--- config.mk ---
export PLATFORM = sky130hd
export DESIGN_NAME = nes_pad_poller
export DESIGN_NICKNAME = d
export VERILOG_FILES = /design/src/rtl/nes_pad_poller.sv
export SDC_FILE = /design/constraint.sdc
export NUM_CORES = 1
export LEC_CHECK = 0
export CORE_MARGIN = 3
export CORE_UTILIZATION = 60
export DETAILED_ROUTE_END_ITERATION = 10
export HOLD_SLACK_MARGIN = 0.06
export PLACE_DENSITY_LB_ADDON = 0.25
export SKIP_CTS_REPAIR_TIMING = 1
export SYNTH_ARGS = -nofsm -noshare
export SYNTH_HDL_FRONTEND = slang
export SYNTH_SLANG_ARGS = --single-unit
--- constraint.sdc ---
create_clock -name clk -period 4.7 [get_ports clk]
set_input_delay 0.47 -clock clk [delete_from_list [all_inputs] [get_ports clk]]
set_output_delay 0.47 -clock clk [all_outputs]
set_load 0.01 [all_outputs]
--- src/rtl/nes_pad_poller.sv ---
// Periodic poller for NUM_PADS NES controllers sharing one latch/clock pair.
// Publishes per-frame button state, press-edge pulses with optional auto-repeat, and a sticky overrun flag.
module nes_pad_poller #(
    parameter int unsigned NUM_PADS     = 2,
    parameter int unsigned BIT_CYCLES   = 152,
    parameter int unsigned POLL_PERIOD  = 419583,
    parameter int unsigned REPEAT_DELAY = 30,
    parameter int unsigned REPEAT_RATE  = 6
) (
    input  logic                  clk,
    input  logic                  reset,
    input  logic                  poll_en,
    input  logic                  repeat_en,
    input  logic [NUM_PADS-1:0]   pad_data,
    output logic                  pad_latch,
    output logic                  pad_clk,
    output logic [8*NUM_PADS-1:0] buttons,
    output logic [8*NUM_PADS-1:0] pressed,
    output logic                  frame_valid,
    output logic                  busy,
    output logic                  overrun
);

    localparam int unsigned HALF         = BIT_CYCLES / 2;
    localparam int unsigned LATCH_CYCLES = 2 * BIT_CYCLES;
    localparam int unsigned PW           = (POLL_PERIOD > 1) ? $clog2(POLL_PERIOD) : 1;
    localparam int unsigned CW           = $clog2(LATCH_CYCLES);
    localparam int unsigned HOLD_MAX     = REPEAT_DELAY + REPEAT_RATE;
    localparam int unsigned HW           = $clog2(HOLD_MAX + 1);

    typedef enum logic [2:0] {
        S_IDLE,
        S_LATCH,
        S_PULSE_HI,
        S_PULSE_LO,
        S_DONE
    } state_t;

    state_t                       state_q, state_d;
    logic [PW-1:0]                period_q, period_d;
    logic [CW-1:0]                phase_q, phase_d;
    logic [2:0]                   bit_q, bit_d;
    logic [NUM_PADS-1:0][7:0]     capture_q, capture_d;
    logic [NUM_PADS-1:0][7:0]     buttons_q, buttons_d;
    logic [NUM_PADS-1:0][7:0]     pressed_q, pressed_d;
    logic                         frame_valid_q, frame_valid_d;
    logic                         overrun_q, overrun_d;
    logic [NUM_PADS-1:0][HW-1:0]  hold_q, hold_d, hold_next;
    logic [NUM_PADS-1:0][7:0]     rep_mask;
    logic                         tick;

    assign tick     = (period_q == PW'(POLL_PERIOD - 1));
    assign period_d = tick ? '0 : period_q + PW'(1);

    // Hold counter only advances while a non-zero vector repeats unchanged; reload spaces later repeats by REPEAT_RATE.
    always_comb begin
        hold_next = '0;
        rep_mask  = '0;
        for (int unsigned p = 0; p < NUM_PADS; p++) begin
            if (capture_q[p] == buttons_q[p] && capture_q[p] != 8'h00) begin
                hold_next[p] = (hold_q[p] == HW'(HOLD_MAX)) ? hold_q[p] : hold_q[p] + HW'(1);
                if (repeat_en && hold_next[p] == HW'(REPEAT_DELAY)) begin
                    rep_mask[p]  = capture_q[p];
                    hold_next[p] = HW'(REPEAT_DELAY - REPEAT_RATE);
                end
            end
        end
    end

    always_comb begin
        state_d       = state_q;
        phase_d       = phase_q;
        bit_d         = bit_q;
        capture_d     = capture_q;
        buttons_d     = buttons_q;
        pressed_d     = '0;
        frame_valid_d = 1'b0;
        overrun_d     = overrun_q;
        hold_d        = hold_q;

        if (tick && state_q != S_IDLE) begin
            overrun_d = 1'b1;
        end

        case (state_q)
            S_IDLE: begin
                if (tick && poll_en) begin
                    state_d = S_LATCH;
                    phase_d = '0;
                end
            end
            S_LATCH: begin
                if (phase_q == CW'(LATCH_CYCLES - 1)) begin
                    for (int unsigned p = 0; p < NUM_PADS; p++) begin
                        capture_d[p][0] = ~pad_data[p];
                    end
                    bit_d   = 3'd1;
                    phase_d = '0;
                    state_d = S_PULSE_HI;
                end else begin
                    phase_d = phase_q + CW'(1);
                end
            end
            S_PULSE_HI: begin
                if (phase_q == CW'(HALF - 1)) begin
                    phase_d = '0;
                    state_d = S_PULSE_LO;
                end else begin
                    phase_d = phase_q + CW'(1);
                end
            end
            S_PULSE_LO: begin
                if (phase_q == CW'(HALF - 1)) begin
                    for (int unsigned p = 0; p < NUM_PADS; p++) begin
                        capture_d[p][bit_q] = ~pad_data[p];
                    end
                    phase_d = '0;
                    if (bit_q == 3'd7) begin
                        state_d = S_DONE;
                    end else begin
                        bit_d   = bit_q + 3'd1;
                        state_d = S_PULSE_HI;
                    end
                end else begin
                    phase_d = phase_q + CW'(1);
                end
            end
            S_DONE: begin
                state_d       = S_IDLE;
                buttons_d     = capture_q;
                frame_valid_d = 1'b1;
                hold_d        = hold_next;
                for (int unsigned p = 0; p < NUM_PADS; p++) begin
                    pressed_d[p] = (capture_q[p] & ~buttons_q[p]) | rep_mask[p];
                end
            end
            default: begin
                state_d = S_IDLE;
            end
        endcase
    end

    always_ff @(posedge clk) begin
        if (reset) begin
            state_q       <= S_IDLE;
            period_q      <= '0;
            phase_q       <= '0;
            bit_q         <= '0;
            capture_q     <= '0;
            buttons_q     <= '0;
            pressed_q     <= '0;
            frame_valid_q <= 1'b0;
            overrun_q     <= 1'b0;
            hold_q        <= '0;
        end else begin
            state_q       <= state_d;
            period_q      <= period_d;
            phase_q       <= phase_d;
            bit_q         <= bit_d;
            capture_q     <= capture_d;
            buttons_q     <= buttons_d;
            pressed_q     <= pressed_d;
            frame_valid_q <= frame_valid_d;
            overrun_q     <= overrun_d;
            hold_q        <= hold_d;
        end
    end

    assign pad_latch   = (state_q == S_LATCH);
    assign pad_clk     = (state_q == S_PULSE_HI);
    assign busy        = (state_q != S_IDLE);
    assign buttons     = buttons_q;
    assign pressed     = pressed_q;
    assign frame_valid = frame_valid_q;
    assign overrun     = overrun_q;

endmodule

### Word level (Yosys, flattened, before mapping)

Index checks and enable logic that the tools add are counted.

* flip-flop bits (word level): 96
* output and inout bits: 37
* logic and storage cells: 106

* eq/ne operators: 19
* reductions and logical operators: 21
* $add $sub $neg: 5
* bitwise operators: 9
* multiplexer cells: 34
* $lt $le $gt $ge: 2

Operators with widths (number)
* 2-to-1 mux 6 bit: 6
* 2-to-1 mux 9 bit: 4
* 2-to-1 mux 8 bit: 4
* one-hot mux 9 bit (3 select lines): 1
* 2-to-1 mux 3 bit: 8
* adder 19 x 1 -> 19 bit, second input constant: 1
* == test 19 bit, second input constant: 1
* AND 8 bit: 2
* bitwise mux 8 bit: 2
* == test 8 bit: 2
* NOT 8 bit: 2
* OR 8 bit: 2
* nonzero test 8 bit: 2
* adder 6 x 1 -> 6 bit, second input constant: 2
* == test 6 x 5 -> 1 bit, second input constant: 2
* == test 6 bit, second input constant: 2
* one-hot mux 3 bit (4 select lines): 1
* adder 9 x 1 -> 9 bit, second input constant: 1
* == test 9 x 7 -> 1 bit, second input constant: 1
* == test 9 bit, second input constant: 1
* AND reduction 4 bit: 2
* logical AND 1 bit: 7
* == test 3 x 2 -> 1 bit, second input constant: 2
* == test 3 bit, second input constant: 2
* 17 further kinds: 30

### Depth between registers and ports, before layout

* depth after elaboration: 7
* depth in mapped cells: 8
* depth with buffers taken out: 7

### Least setup slack after synthesis

No wires, ideal clock.

* path kind: register to register
* start point: register buttons_q, in the netlist buttons[14]
* end point: register hold_q[9] in the netlist's numbering
* path buffers: 0
* library setup time: 0.070 ns
* data required time: 4.630 ns
* period minus slack after synthesis: 1.977 ns
* stages on the path, launching flop included: 8
* arrival time: 1.906 ns
* path slack: 2.723 ns
* cells stage by stage: dfxtp_1 > inv_1 > ha_1 > nand4_1 > a211o_1 > or3b_1 > or3_1 > a21oi_1

* word-level cells in the longest chain between the ends: 3

Ends and longest elaborated chain
* start, declared: line 44 `logic [NUM_PADS-1:0][7:0] buttons_q, buttons_d;`
* start signal, assigned: line 161 `buttons_q <= buttons_d;`
* == test 8 bit: line 60 `if (capture_q[p] == buttons_q[p] && capture_q[p] != 8'h00) begin`
* logical AND 1 bit: line 60
* 2-to-1 mux 6 bit: line 60
* end signal, assigned: line 165 `hold_q <= hold_d;`
* end, declared: line 48 `logic [NUM_PADS-1:0][HW-1:0] hold_q, hold_d, hold_next;`

No other way between the ends.
A chain may end at the register's enable or synchronous reset.

### Worst setup path after layout

* start point: register state_q[0]
* end point: output pad_latch

* word-level cells in the longest chain between the ends: 1

Ends and longest elaborated chain
* start, declared: line 39 `state_t state_q, state_d;`
* start signal, assigned: line 156 `state_q <= state_d;`
* == test 3 x 1 -> 1 bit: line 169 `assign pad_latch = (state_q == S_LATCH);`
* end, declared: line 15 `output logic pad_latch,`

No other way between the ends.

==> impl_metrics.env <==
export IMPL_p_leak_nw=1.90
export IMPL_skew_ns=0.0111
export IMPL_core_mm2=0.00733
export IMPL_grt_pass1_vias=3541
export IMPL_grt_overflow=0
export IMPL_tightest_slew_ns=0.781
export IMPL_cts_buffers_inserted=9
export IMPL_drc=0
export IMPL_layout_drive_gt1_share_pct=6.57
export IMPL_antenna_found_initial=0
export IMPL_io_buffer_count=42
export IMPL_clkLatencyLatePin_ns=0.36
export IMPL_fillers=545
export IMPL_setup_viol=0
export IMPL_cp_end_kind="primary output"
export IMPL_synth_flop_cell="dfxtp_1"
export IMPL_vias_per_cell=5.62
export IMPL_startpoint_type="register"
export IMPL_drt_iter0_markers=189
export IMPL_seq_area_mm2=0.00192
export IMPL_vias=3723
export IMPL_yosys_cell_count_top_type="dfxtp_1"
export IMPL_nets=591
export IMPL_timing_final_crit_share_pct=49.8
export IMPL_syn_to_final_growth_pct=14.1
export IMPL_cp_data_required_time_ns=4.23
export IMPL_drt_pass1_iter_count=4
export IMPL_die_h_um=93.2
export IMPL_cts_max_path_buffers=2
export IMPL_wl_per_cell_um=13.5
export IMPL_synth_common_cells="dfxtp_1, nor2_1, nand2_1"
export IMPL_hold_path_class="reg2reg"
export IMPL_ant_nets=0
export IMPL_syn_nets=560
export IMPL_worstPathCellList="nor3b_1 -> clkdlybuf4s50_1"
export IMPL_ys_seq_area_share_pct=42.1
export IMPL_hold_violations=0
export IMPL_synth_area_leaders="dfxtp_1, ha_1, nor2_1"
export IMPL_fp_dieW_um=93.2
export IMPL_multi_input_area_mm2=0.00244
export IMPL_path_clk_slew_ns=0.09
export IMPL_die_area_mm2=0.00868
export IMPL_n_antenna_cell=0
export IMPL_slew_headroom_pct=47.5
export IMPL_hpwl_um=6420
export IMPL_synth_seq_cells=96
export IMPL_rsz0062_at_grt="no"
export IMPL_synth_warnings=0
export IMPL_grt_max_degree=57
export IMPL_routed_wl_um=8950
export IMPL_start_util_pct=62.2
export IMPL_gp_congestion=0.815
export IMPL_synth_top_area_share_pct=42.1
export IMPL_grt_pass1_wl_um=15800
export IMPL_async_flop_share_pct=0
export IMPL_yosys_area_top_type="dfxtp_1"
export IMPL_whs_ns=0.480
export IMPL_syn_inst=527
export IMPL_finalCriticalPeriod_ns=2.34
export IMPL_htree_levels=3
export IMPL_synth_cell_types=58
export IMPL_critPathSlowestCell="clkdlybuf4s50_1"
export IMPL_slowest_delay_ns=0.62
export IMPL_ir_worst_vdd_v=0.000247
export IMPL_ios=43
export IMPL_netlist_area_mm2=0.00456
export IMPL_timing_max_cap_violations=0
export IMPL_status="complete, no violations"
export IMPL_maxSlewViolCount=0
export IMPL_cts_num_sinks=96
export IMPL_cts_tree="yes"
export IMPL_setup_slack_ns=2.36
export IMPL_max_freq_mhz=428
export IMPL_grt_total_usage_pct=22.1
export IMPL_cellPowerDensity_mw_per_mm2=297
export IMPL_critical_path_arrival_ns=1.87
export IMPL_clockRootBuffer="clkbuf_8"
export IMPL_synth_edff_count=0
export IMPL_rows=31
export IMPL_crit_type="reg2out"
export IMPL_timing_setup_tns_ns=0
export IMPL_path_max_fanout=10
export IMPL_syn_avg_cell_area_um2=8.65
export IMPL_pre_cts_slack_ns=2.56
==> path summary, 6_finish.rpt <==
kind                     from          end  slack (ns)  depth (start not counted)
setup / recovery   state_q[0]    pad_latch        2.36                          2
hold / removal    buttons[14]  buttons[14]        0.48                          2
setup reg to reg   state_q[1]    hold_q[0]        2.56                          5
hold reg to reg   buttons[14]  buttons[14]        0.48                          2
==> cell families after synthesis <==
logic type      share of synthesized area [%]
mux                                      2.69
simple gates                             27.4
flops                                    42.1
xor+xnor                                 4.03
buf+inv                                  4.53
compound gates                           11.9
fa+ha+maj                                7.41
==> cell usage in the layout, fill, tap and decap left out, drive strengths merged, types with 4 or more instances in the layout <==
cell,n
a211oi,7
a21oi,46
a221o,5
a31oi,4
and3,6
and3b,4
and4,7
clkbuf,10
clkdlybuf4s50,41
dfxtp,96
ha,27
inv,28
mux2i,10
nand2,54
nand3,21
nand4,16
nand4b,5
nor2,79
nor2b,5
nor3,4
nor4,9
o21ai,10
or2,4
or3,4
xnor2,7
xor2,14
==> layer usage <==
| metal | GRT usage, % | vias to the layer above | routed length [um] |
|---|---|---|---|
| li1 | - | 1909 | - |
| met1 | 28.2 | 1710 | 4140 |
| met2 | 37.3 | 85 | 4270 |
| met3 | 3.38 | 19 | 383 |
| met4 | 9.28 | 0 | 169 |
| met5 | 0 | - | 0 |
==> power by group <==
part	switching [W]	internal, W
Sequential	0.0000309	0.000828
Clock	0.000287	0.000248
Combinational	0.0000866	0.0000650
==> critical path, delay by kind of cell, from the launching register on <==
family	cells	cell delay [ns]
buffers and inverters	1	0.62
DFF	1	0.51
and+or+nand+nor	1	0.39
==> stage by stage <==
stage	power (W)	area, um2	instances	util [%]
5_1_grt	0.00162	5200	662	71.0
4_1_cts	0.00156	5200	662	71.0
3_5_place_dp	0.00103	5010	646	68.4
6_report	0.00155	5200	662	71.0
3_3_place_gp	0.00102	5010	646	68.4
2_1_floorplan	0.000980	4560	527	-
==> registers in the layout, indices dropped and copies added, names as in the netlist <==
signal,count
pressed,16
hold_q,12
overrun,1
buttons,16
phase_q,9
bit_q,3
period_q,19
state_q,3
frame_valid,1
capture_q,16
==> layout make-up <==
type | count | area share [%]
clock buffer | 10 | 2.45
clock inverter | 6 | 1.25
inverter | 26 | 1.88
multi-input combinational | 381 | 46.8
sequential | 96 | 36.9
tap | 99 | 2.38
timing repair buffer | 44 | 8.27
Power figures use the tool's default switching activity.
